`src/rtl/wb_mem_arbiter.sv`:
```
// Two-master / one-slave wishbone arbiter in front of the core's single-ported word memory.
// Contention policy: define ARB_ROUND_ROBIN_EN for round-robin, otherwise master 1 has fixed priority.
module wb_mem_arbiter #(
  parameter int          TIMEOUT_CYCLES = 64,
  parameter logic [31:0] IDLE_DATA      = 32'hFFFF_FFFF
) (
  input  logic        i_clk,
  input  logic        i_reset,
  input  logic        i_m0_stb,
  input  logic [31:0] i_m0_addr,
  input  logic [31:0] i_m0_data,
  input  logic        i_m0_we,
  input  logic [2:0]  i_m0_sel,
  output logic [31:0] o_m0_data,
  output logic        o_m0_ack,
  output logic        o_m0_stall,
  output logic        o_m0_err,
  input  logic        i_m1_stb,
  input  logic [31:0] i_m1_addr,
  input  logic [31:0] i_m1_data,
  input  logic        i_m1_we,
  input  logic [2:0]  i_m1_sel,
  output logic [31:0] o_m1_data,
  output logic        o_m1_ack,
  output logic        o_m1_stall,
  output logic        o_m1_err,
  output logic        o_s_stb,
  output logic [31:0] o_s_addr,
  output logic [31:0] o_s_data,
  output logic        o_s_we,
  output logic [2:0]  o_s_sel,
  input  logic [31:0] i_s_data,
  input  logic        i_s_ack,
  input  logic        i_s_stall
);

  typedef enum logic [1:0] {S_IDLE, S_ISSUE, S_WAIT} state_t;

  localparam logic [16:0] CNT_LAST = 17'(TIMEOUT_CYCLES - 1);

  state_t      state;
  logic        owner;
  logic [16:0] wait_cnt;
  logic        win;
  logic        any_req;
  logic        slave_done;
  logic        timed_out;
  logic        route_ack;

`ifdef ARB_ROUND_ROBIN_EN
  logic last_grant;
`endif

  assign any_req = i_m0_stb | i_m1_stb;

  always_comb begin
    // NOTE: every always_comb output gets a default first so no path leaves it unassigned (no latch).
    win = i_m1_stb;
    if (i_m0_stb && i_m1_stb) begin
`ifdef ARB_ROUND_ROBIN_EN
      win = ~last_grant;
`else
      win = 1'b1;
`endif
    end
  end

  // Only the contention loser is stalled while idle; a busy arbiter stalls both masters.
  always_comb begin
    o_m0_stall = 1'b0;
    o_m1_stall = 1'b0;
    if (!i_reset) begin
      if (state == S_IDLE) begin
        o_m0_stall = i_m0_stb & win;
        o_m1_stall = i_m1_stb & ~win;
      end else begin
        o_m0_stall = 1'b1;
        o_m1_stall = 1'b1;
      end
    end
  end

  // A slave ack wins over a timeout that would expire in the same cycle.
  assign slave_done = (state == S_WAIT) & i_s_ack;
  assign timed_out  = (state == S_WAIT) & ~i_s_ack & (wait_cnt == CNT_LAST);
  assign route_ack  = slave_done | timed_out;

  assign o_m0_ack  = route_ack & ~owner;
  assign o_m1_ack  = route_ack & owner;
  assign o_m0_err  = timed_out & ~owner;
  assign o_m1_err  = timed_out & owner;
  assign o_m0_data = (slave_done && !owner) ? i_s_data : IDLE_DATA;
  assign o_m1_data = (slave_done && owner)  ? i_s_data : IDLE_DATA;
  assign o_s_stb   = (state == S_ISSUE);

  // NOTE: sequential state uses non-blocking assignments so every flop samples pre-edge values.
  always_ff @(posedge i_clk or posedge i_reset) begin
    if (i_reset) begin
      state    <= S_IDLE;
      owner    <= 1'b0;
      wait_cnt <= '0;
      o_s_addr <= '0;
      o_s_data <= '0;
      o_s_we   <= 1'b0;
      o_s_sel  <= 3'b010;
`ifdef ARB_ROUND_ROBIN_EN
      last_grant <= 1'b1;
`endif
    end else begin
      case (state)
        S_IDLE: begin
          if (any_req) begin
            owner    <= win;
            o_s_addr <= win ? i_m1_addr : i_m0_addr;
            o_s_data <= win ? i_m1_data : i_m0_data;
            o_s_we   <= win ? i_m1_we   : i_m0_we;
            o_s_sel  <= win ? i_m1_sel  : i_m0_sel;
            state    <= S_ISSUE;
`ifdef ARB_ROUND_ROBIN_EN
            last_grant <= win;
`endif
          end
        end
        S_ISSUE: begin
          if (!i_s_stall) begin
            wait_cnt <= '0;
            state    <= S_WAIT;
          end
        end
        S_WAIT: begin
          wait_cnt <= wait_cnt + 17'd1;
          if (route_ack) begin
            state <= S_IDLE;
          end
        end
        default: state <= S_IDLE;
      endcase
    end
  end

endmodule

```
`config.mk`:
```
export PLATFORM = sky130hd
export DESIGN_NAME = wb_mem_arbiter
export DESIGN_NICKNAME = d
export VERILOG_FILES = /design/src/rtl/wb_mem_arbiter.sv
export SDC_FILE = /design/constraint.sdc
export NUM_CORES = 1
export LEC_CHECK = 0
export BUFFER_PORTS_ARGS = -buffer_cell sky130_fd_sc_hd__buf_2
export CAP_MARGIN = 20
export CORE_AREA = 2 2 121 123
export CTS_BUF_LIST = sky130_fd_sc_hd__clkbuf_2
export CTS_CLUSTER_SIZE = 40
export DETAILED_ROUTE_END_ITERATION = 7
export DIE_AREA = 0 0 123 125
export HOLD_SLACK_MARGIN = 0.1
export PLACE_DENSITY_LB_ADDON = 0.3
export REMOVE_ABC_BUFFERS = 1
export SLEW_MARGIN = 5
export SYNTH_ARGS = -nofsm -noshare
export SYNTH_HDL_FRONTEND = slang
export SYNTH_SLANG_ARGS = --single-unit
```
`constraint.sdc`:
```
create_clock -name i_clk -period 4 [get_ports i_clk]
set_input_delay 0.8 -clock i_clk [delete_from_list [all_inputs] [get_ports i_clk]]
set_output_delay 0.8 -clock i_clk [all_outputs]
set_load 0.005 [all_outputs]
```
==> impl_metrics.yaml <==
cells_and_area:
  fin_nets: 967
  syn2layout_area_growth_pct: 38.3
  finalInstanceArea_um2: 6570
  fill_cells: 1413
  fin_cells: 982
  drive_gt1_share_pct: 47.4
  final_util_pct: 46.2
route:
  drt-vias-per-instance: 4.66
  routedWlPerCell_um: 14.0
  drc: 0
  first_pass_iters: 4
  ant_nets: 0
  drt-total-wl_um: 13800
  drt_iter0_markers: 202
  num_vias: 4580
clocking:
  clock-root-buffer: "clkbuf_2"
  cts_buffers: 9
  cts_tree: "yes"
  worstSkewPairLatency_ns: 0.53
  path_clk_slew_ns: 0.25
  cts.path.max_buffers: 2
  cts-resized-gates: 0
  cts_setup_buffers: 0
  htree_levels: 3
  ctsHoldBuffers: 0
  cts.sinks: 88
floorplanning:
  initial_utilization_pct: 33.4
  die_area_um2: 15400
  dieHeight_um: 125
  core_um2: 14200
  pin_count: 313
  rows: 44
  die_w_um: 123
pwr:
  fin_total_pwr_mw: 3.47
  p_leak_nw: 3.16
  p_per_area_nw_per_um2: 529
  peakVddDrop_mv: 0.230
worst_setup_path:
  critPathRequiredTime_ns: 3.20
  rr_startpoint: "state[0]"
  critPathLaunchType: "flop"
  cp_max_fo: 30
  arrival_ns: 2.74
  cp-end-kind: "output pin"
  r2r_setup_slack_ns: 2.05
  worstReg2RegEnd: "wait_cnt[16]"
  crit_start: "state[0]"
  cp-endpoint: "o_m0_data[13]"
  reg2regPathDepth: 3
  worstSetupPathType: "flop to output pin"
placement:
  numPlacedInstances: 965
  post-dp-hpwl_um: 10600
  place_area_um2: 6430
  gp_congestion: 0.758
  place_worst_setup_slack_ns: 1.01
  io_buffers: 312
yosys:
  netlist.area_leader.share_pct: 45.9
  synth_cell_types: 51
  synth_area_um2: 4750
  yosysWarnings: 0
  synth_cells: 498
  yosysMostFrequentCell: "dfrtp_1"
  synthArstFlopShare_pct: 100
  synth-seq-cells: 88
  ys_seq_area_share_pct: 46.4
  synth_edf_count: 0
  synth_commonest_cells: "dfrtp_1 (87), nor2_1 (76), a21oi_1 (72)"
  synth_top_area_cell: "dfrtp_1"
  yosys-top-cells-area: "dfrtp_1 (46%), mux2i_1 (15%), a21oi_1 (7.6%)"
  synthFlopType: "dfrtp_1"
  avgSynthCellArea_um2: 9.53
grt:
  grt_use_total_pct: 17.4
  antenna_found_initial: 1
  first_global_vias: 4229
  grt_max_degree: 137
  grt_pass1_wl_um: 20900
  grt_overflow_total: 0
sta:
  max_freq_ghz: 0.283
  finalHoldViolCount: 0
  setup_viol: 0
  finalCritPeriodShare_pct: 88.5
  clock_skew_ns: 0.0135
  slew_violations: 0
  fin_crit_ns: 3.54
  setup_ws_ns: 0.460
  finalSetupTns_ns: 0
  hold_ws_ns: 0.301
  relSlewSlack_pct: 39.8
  rsz0062_at_grt: "false"
  worst_pin_slew_ns: 0.902
job:
  maxCapViolations: 0
run_status:
  status: "completed"
min_path:
  min_path_type: "input pin to asynchronous set/reset pin"
-- final cells by class --
class	count	area (um^2)	share of cell area, %
inverters	2	8.76	0.133
flip-flops and latches	88	2200	33.6
clock inverters	7	78.8	1.20
repair buffers	318	1620	24.7
diodes	1	2.50	0.0381
well taps	184	230	3.51
multi-input cells	373	2380	36.2
clock buffers	9	45.0	0.686
-- worst max-delay path: stages, from the launching register on --
cell	delay, ns
dfrtp_1	0.51
and2b_1	0.51
and3_1	0.76
or2b_1	0.29
buf_2	0.14
-- kinds of logic (layout without fill, tap and decap cells) --
| logic type | count (synthesis) | in the layout | share of synthesized area, % |
|---|---|---|---|
| XOR/XNOR | 2 | 2 | 0.369 |
| multiplexers | 69 | 69 | 14.5 |
| AND/OR/NAND/NOR | 197 | 197 | 22.4 |
| buffers and inverters | 37 | 336 | 3.74 |
| AO/OA/AOI/OAI | 104 | 104 | 12.2 |
| other | 0 | 1 | 0 |
| adder cells (fa/ha/maj) | 1 | 1 | 0.264 |
| flip-flops | 88 | 88 | 46.4 |
-- layer usage --
layer  up-vias  global-route usage, %  routed length [um]
met5         -                      0                   0
met4         0                   6.08                 293
met3        20                   3.28                 854
met2       166                   31.3                7000
met1      2067                   20.4                5630
li1       2327                      -                   -
-- state kept, by name (all words and copies together) (netlist names) --
register / count
o_s_we: 1
o_s_data: 32
wait_cnt: 17
o_s_addr: 32
o_s_sel: 3
state: 2
owner: 1
-- cell usage in the layout, fill, tap and decap left out, drive strengths merged, types with 2 or more instances in the layout --
cell / synthesis / layout
buf: 22 / 318
o21ai: 12 / 12
or2: 33 / 33
and2: 3 / 3
inv: 2 / 4
or2b: 20 / 20
dfrtp: 87 / 87
nor4: 7 / 7
mux2i: 69 / 69
xor2: 2 / 2
a22o: 2 / 2
nand3: 7 / 7
nor3: 4 / 4
clkbuf: 13 / 9
and3: 3 / 3
nand4: 5 / 5
a31oi: 4 / 4
nand2: 17 / 17
clkinv: 0 / 3
and4: 3 / 3
nor2: 76 / 76
a21oi: 72 / 72
o31ai: 4 / 4
nand2b: 13 / 13
-- worst min path at each step --
| stage | start | end | slack, ns |
|---|---|---|---|
| 5_1_grt | i_reset | o_s_addr[6] | 0.23 |
| 6_report | i_reset | o_s_data[29] | 0.30 |
| 4_1_cts | i_reset | o_s_data[25] | 0.25 |
| 3_3_place_gp | o_s_sel[1] | o_s_sel[1] | 0.49 |
| 2_1_floorplan | wait_cnt[14] | wait_cnt[14] | 0.46 |
| 3_5_place_dp | o_s_sel[1] | o_s_sel[1] | 0.50 |
-- report_power, final --
group	internal [mW]	switching, mW
registers	1.27	0.217
clock network	0.153	0.322
logic	0.665	0.848
total	2.08	1.39
Power figures use the tool's default switching activity.
